## src/rtl/phy_pkg.sv

```systemverilog
// Shared PHY TX constants: K-symbols, default lane geometry and index sizing.
// Used by byte_striping_nlane (optional feature macro: LANE_REVERSAL_EN).
package phy_pkg;

  localparam logic [7:0] PAD_SYM = 8'hF7;
  localparam logic [7:0] COM_SYM = 8'hBC;

  localparam int DEF_DATA_W    = 8;
  localparam int DEF_NUM_LANES = 2;
  localparam int MAX_LANES     = 16;

  // A lane index always needs at least one bit, even for a single lane.
  function automatic int idx_width(input int lanes);
    return (lanes <= 2) ? 1 : $clog2(lanes);
  endfunction

endpackage

```

## src/rtl/stripe_frame_buf.sv

```systemverilog
// Output frame register for the lane striper: valid/ready hold logic and the
// frames-sent counter.
module stripe_frame_buf #(
  parameter int DATA_W    = 8,
  parameter int NUM_LANES = 2,
  parameter int CNT_W     = 16
) (
  input  logic                        clk_2f,
  input  logic                        reset,
  input  logic                        load,
  input  logic [NUM_LANES*DATA_W-1:0] load_data,
  input  logic [NUM_LANES-1:0]        load_mask,
  output logic                        can_load,
  output logic [NUM_LANES*DATA_W-1:0] lanes_out,
  output logic [NUM_LANES-1:0]        lane_valid,
  output logic                        frame_valid,
  input  logic                        frame_ready,
  output logic [CNT_W-1:0]            frame_cnt
);

  logic consume;

  assign consume  = frame_valid && frame_ready;
  assign can_load = !frame_valid || frame_ready;

  // A new frame may replace the held one in the same edge it is consumed.
  always_ff @(posedge clk_2f) begin
    if (!reset) begin
      lanes_out   <= '0;
      lane_valid  <= '0;
      frame_valid <= 1'b0;
      frame_cnt   <= '0;
    end else begin
      if (consume) begin
        frame_cnt <= frame_cnt + CNT_W'(1);
      end
      if (load) begin
        lanes_out   <= load_data;
        lane_valid  <= load_mask;
        frame_valid <= 1'b1;
      end else if (consume) begin
        frame_valid <= 1'b0;
      end
    end
  end

endmodule

```

## src/rtl/byte_striping_nlane.sv

```systemverilog
// Round-robin byte striper feeding NUM_LANES serializer lanes as whole frames.
// Optional macro LANE_REVERSAL_EN adds lane_rev to mirror the lane order.
module byte_striping_nlane
  import phy_pkg::*;
#(
  parameter int                 DATA_W    = DEF_DATA_W,
  parameter int                 NUM_LANES = DEF_NUM_LANES,
  parameter logic [DATA_W-1:0]  PAD_BYTE  = DATA_W'(PAD_SYM),
  parameter int                 CNT_W     = 16
) (
  input  logic                        clk_2f,
  input  logic                        reset,
  input  logic [DATA_W-1:0]           data_in,
  input  logic                        valid_in,
  output logic                        in_ready,
  input  logic                        flush,
`ifdef LANE_REVERSAL_EN
  input  logic                        lane_rev,
`endif
  output logic [NUM_LANES*DATA_W-1:0] lanes_out,
  output logic [NUM_LANES-1:0]        lane_valid,
  output logic                        frame_valid,
  input  logic                        frame_ready,
  output logic [CNT_W-1:0]            frame_cnt
);

  localparam int                IDX_W    = idx_width(NUM_LANES);
  localparam logic [IDX_W-1:0]  LAST_IDX = IDX_W'(NUM_LANES - 1);

  if (NUM_LANES < 1 || NUM_LANES > MAX_LANES) begin : g_bad_lanes
    $error("byte_striping_nlane: NUM_LANES must be 1..16");
  end

  logic [IDX_W-1:0]                  idx;
  logic                              coll_full;
  logic [NUM_LANES-1:0][DATA_W-1:0]  coll_data;
  logic [NUM_LANES-1:0]              coll_mask;

  logic [NUM_LANES-1:0][DATA_W-1:0]  next_data;
  logic [NUM_LANES-1:0]              next_mask;
  logic [NUM_LANES-1:0][DATA_W-1:0]  src_data;
  logic [NUM_LANES-1:0]              src_mask;
  logic [NUM_LANES-1:0][DATA_W-1:0]  load_data;
  logic [NUM_LANES-1:0]              load_mask;

  logic accept;
  logic flush_close;
  logic close_now;
  logic can_load;
  logic load;

  assign in_ready    = reset && !coll_full;
  assign accept      = valid_in && in_ready;
  assign flush_close = flush && !coll_full && ((idx != '0) || accept);
  assign close_now   = (accept && (idx == LAST_IDX)) || flush_close;
  assign load        = can_load && (coll_full || close_now);

  // Collection contents as they would look after this cycle's byte lands.
  always_comb begin
    next_data = coll_data;
    next_mask = coll_mask;
    if (accept) begin
      next_data[idx] = data_in;
      next_mask[idx] = 1'b1;
    end
  end

  always_comb begin
    src_data = coll_full ? coll_data : next_data;
    src_mask = coll_full ? coll_mask : next_mask;
  end

  always_comb begin
    load_data = src_data;
    load_mask = src_mask;
`ifdef LANE_REVERSAL_EN
    if (lane_rev) begin
      for (int k = 0; k < NUM_LANES; k++) begin
        load_data[k] = src_data[NUM_LANES-1-k];
        load_mask[k] = src_mask[NUM_LANES-1-k];
      end
    end
`endif
  end

  // Cleared slots hold PAD so a flushed frame needs no extra fill step.
  always_ff @(posedge clk_2f) begin
    if (!reset) begin
      idx       <= '0;
      coll_full <= 1'b0;
      coll_data <= {NUM_LANES{PAD_BYTE}};
      coll_mask <= '0;
    end else if (coll_full) begin
      if (can_load) begin
        idx       <= '0;
        coll_full <= 1'b0;
        coll_data <= {NUM_LANES{PAD_BYTE}};
        coll_mask <= '0;
      end
    end else if (close_now) begin
      idx <= '0;
      if (can_load) begin
        coll_data <= {NUM_LANES{PAD_BYTE}};
        coll_mask <= '0;
      end else begin
        coll_data <= next_data;
        coll_mask <= next_mask;
        coll_full <= 1'b1;
      end
    end else if (accept) begin
      coll_data <= next_data;
      coll_mask <= next_mask;
      idx       <= idx + IDX_W'(1);
    end
  end

  stripe_frame_buf #(
    .DATA_W    (DATA_W),
    .NUM_LANES (NUM_LANES),
    .CNT_W     (CNT_W)
  ) u_frame_buf (
    .clk_2f      (clk_2f),
    .reset       (reset),
    .load        (load),
    .load_data   (load_data),
    .load_mask   (load_mask),
    .can_load    (can_load),
    .lanes_out   (lanes_out),
    .lane_valid  (lane_valid),
    .frame_valid (frame_valid),
    .frame_ready (frame_ready),
    .frame_cnt   (frame_cnt)
  );

endmodule

```

## config.mk

```make
export PLATFORM = sky130hd
export DESIGN_NAME = byte_striping_nlane
export DESIGN_NICKNAME = d
export VERILOG_FILES = /design/src/rtl/phy_pkg.sv /design/src/rtl/stripe_frame_buf.sv /design/src/rtl/byte_striping_nlane.sv
export SDC_FILE = /design/constraint.sdc
export NUM_CORES = 1
export LEC_CHECK = 0
export ABC_AREA = 0
export BUFFER_PORTS_ARGS = -buffer_cell sky130_fd_sc_hd__buf_4
export CORE_UTILIZATION = 35
export DETAILED_ROUTE_END_ITERATION = 8
export GPL_ROUTABILITY_DRIVEN = 0
export HOLD_SLACK_MARGIN = 0.05
export PLACE_DENSITY = 0.55
export SYNTH_ARGS = -nofsm -noshare
export SYNTH_HDL_FRONTEND = slang
export SYNTH_SLANG_ARGS = --single-unit
```

## constraint.sdc

```tcl
create_clock -name clk_2f -period 1.8 [get_ports clk_2f]
set_input_delay 0.09 -clock clk_2f [delete_from_list [all_inputs] [get_ports clk_2f]]
set_output_delay 0.09 -clock clk_2f [all_outputs]
set_load 0.01 [all_outputs]
```

==> out/results.tsv <==
metric	value	unit
die width	83.65	um
Post-synth ARST share	0	%
Max VDD drop	0.4137	mV
drt pass-1 iters	4	
final WL	4986	um
filler cell count in the final layout	662	
CTS clk-pin slew, worst paths	0.10	ns
fmax	0.6309	GHz
vias	1838	
number of global-route vias before repair	1673	
CTS HTree Levels	2	
Syn Nets	251	
Rows	29	
Slew @ Worst Pin	0.4452	ns
Worst slew margin	70.32	%
Critical-path top delay cell	dfxtp_1	
Hold Path Sink	coll_data[11]	
Synth Cell Area	0.002333	mm2
core box area	0.006386	mm2
wl on met1	2503	um
Critical Path AT	1.82	ns
most frequent cells in the layout	56 x buf_4, 55 x dfxtp_1, 37 x nor2_1	
Worst setup EP type	register	
Layout area overhead	27.08	%
top_reg_cell synth	dfxtp_1	
fin nets	309	
area leader, netlist	dfxtp_1	
initial drt markers	53	
Max FO, Critical Path	16	
Hold Path Class	input port to register	
Synth cell types	39	
Period minus WS final	1.585	ns
Seq. cell area	0.001101	mm2
chip height	83.65	um
worst hold path depth	3	
Mapped Cells	237	
Starting Density	36.54	%
metal3 WL	210	um
I/O Buffers	48	
Pwr Density	769.8	mW/mm2
Static Leak	1.180	nW
Antenna Cells	0	
total clock sinks	55	
Root Buffer Master	clkbuf_8	
CP Class	register to register	
Setup violations, final	0	
CP required	2.04	ns
hold wc startpoint	data_in[3]	
DR WL/cell	13.37	um
crit share post-route	88.05	%
top layer in use	met4	
RSZ-0062 raised after global routing	false	
GR Util All Layers	14.84	%
share of cells above drive strength 1	28.04	%
Reg2Reg Setup Slack	0.22	ns
Vias/cell	4.928	
Reg2Reg Capture Point	u_frame_buf.lanes_out[15]	
die area	0.006997	mm2
status	complete, no violations	
first-pass GRT wire length	8293	um
ANT nets after route	0	
Post-synth EDFFs	0	
Seq/Total Area, Yosys	47.18	%
delay of the slowest critical-path stage	0.54	ns
Synth Register Bits	55	
largest net degree at the start of global routing	23	
area of the multi-input gates	0.001126	mm2
Pins Over Slew Limit	0	
Total Negative Setup Slacks	0	ns
reg-to-reg startpoint	coll_full	
CP cell instances	nor2_2, a211oi_4, buf_4, nor2_1, a211oi_2	
commonest non-fill, non-tap cell in the layout	buf_4	
post-DP HPWL	3588	um
crit start category	register	
Yosys warning total	0	
worst reg-to-reg path cell count	5	
met2 routed WL	2203	um
CTS tree	built	
IO Pins	49	
final setup skew	0.01051	ns
initial antenna violation count	0	
cts repair resizes	0	
Mean Syn Cell Area	9.846	um2
Yosys top cell area share	47.18	%
synth top area cells	dfxtp_1 47%, mux2i_1 6.9%, a211oi_2 6.4%, nor2_1 6.0%, o22a_1 5.3%	
final hold viol count	0	
Max Cap Violations	0	
total CTS buffers	5	
DRC	0	
Clk Latency, worst-skew pair	0.31	ns
Max Root-Sink Buffers	2	
grt ovf	0	
Total Power	2.283	mW
[worst max-delay path: cells and delay by family, from the launching register on]
kind                   cells  cell delay [ns]
buffers and inverters      1             0.28
AO/OA/AOI/OAI              2             0.50
AND/OR/NAND/NOR            2             0.20
flip-flops                 1             0.54
[sequential cells by signal, indices dropped and copies added (netlist names)]
name                     flops
u_frame_buf.lanes_out       16
u_frame_buf.lane_valid       2
idx                          1
coll_full                    1
u_frame_buf.frame_valid      1
coll_data                   16
coll_mask                    2
u_frame_buf.frame_cnt       16
[final cells by class]
class                      count  share of cell area [%]
clock inverter                 2                  0.4219
tap                           77                   3.249
timing repair buffer          65                   17.89
inverter                       7                  0.8861
multi-input combinational    161                   37.97
sequential                    55                   37.13
clock buffer                   6                   2.447
[per-stage QoR]
stage / util [%] / hold WS (ns) / instances / cell area (um2) / worst slack (ns)
after floorplan: - / 0.2091 / 237 / 2333 / 0.3193
after global placement: 44.00 / 0.3271 / 358 / 2810 / 0.2597
after detailed placement: 44.00 / 0.3286 / 358 / 2810 / 0.2359
after CTS: 46.43 / 0.05639 / 373 / 2965 / 0.2160
after global routing: 46.43 / 0.06037 / 373 / 2965 / 0.08034
final: 46.43 / 0.06532 / 373 / 2965 / 0.2150
[how the worst max path moves through the flow]
stage / startpoint / to / slack [ns] / cells past startpoint
after floorplan: u_frame_buf.frame_cnt[0] / u_frame_buf.frame_cnt[12] / 0.32 / 5
after global routing: u_frame_buf.frame_cnt[0] / u_frame_buf.frame_cnt[12] / 0.08 / 5
after global placement: u_frame_buf.frame_cnt[0] / u_frame_buf.frame_cnt[12] / 0.26 / 5
after CTS: coll_full / u_frame_buf.lanes_out[15] / 0.22 / 5
after detailed placement: coll_full / u_frame_buf.lanes_out[6] / 0.24 / 5
final: coll_full / u_frame_buf.lanes_out[15] / 0.22 / 5
[layer usage]
layer  track usage, %  vias to the layer above
met5                0                        -
met4            5.085                        0
met3            3.660                        7
met2            22.32                       36
met1            20.68                      828
li1                 -                      967
[synth_stat cells (3+ instances only)]
cell and number:
a211oi_1 7, a211oi_2 12, a21oi_1 7, and4_1 3, buf_1 3, buf_2 4
clkbuf_1 3, dfxtp_1 55, inv_1 6, mux2i_1 16, nand2_1 7, nand2b_1 3
nand3_1 5, nand4_1 6, nor2_1 37, nor3_1 4, o21ai_0 5, o22a_1 14
o22ai_1 3, or3_1 3, xnor2_1 3, xor2_1 8
[timing repair]
item,4_1_cts,5_1_grt
hold buffers,7,0
buffers inserted,0,0
hold endpoints to repair,14,0
[cell families after synthesis]
kind of cell | after synthesis | synth area share (%)
multiplexers | 16 | 6.863
AND/OR/NAND/NOR | 77 | 15.87
XOR/XNOR | 11 | 4.129
AO/OA/AOI/OAI | 55 | 20.43
buffers and inverters | 21 | 4.557
flip-flops | 55 | 47.19
adder cells (fa/ha/maj) | 2 | 0.9651
[report_power, final]
part	total (mW)	internal (mW)	switching, mW
Sequential	1.29	1.26	0.0282
Combinational	0.318	0.155	0.164
Clock	0.673	0.273	0.400
Power figures use the tool's default switching activity.
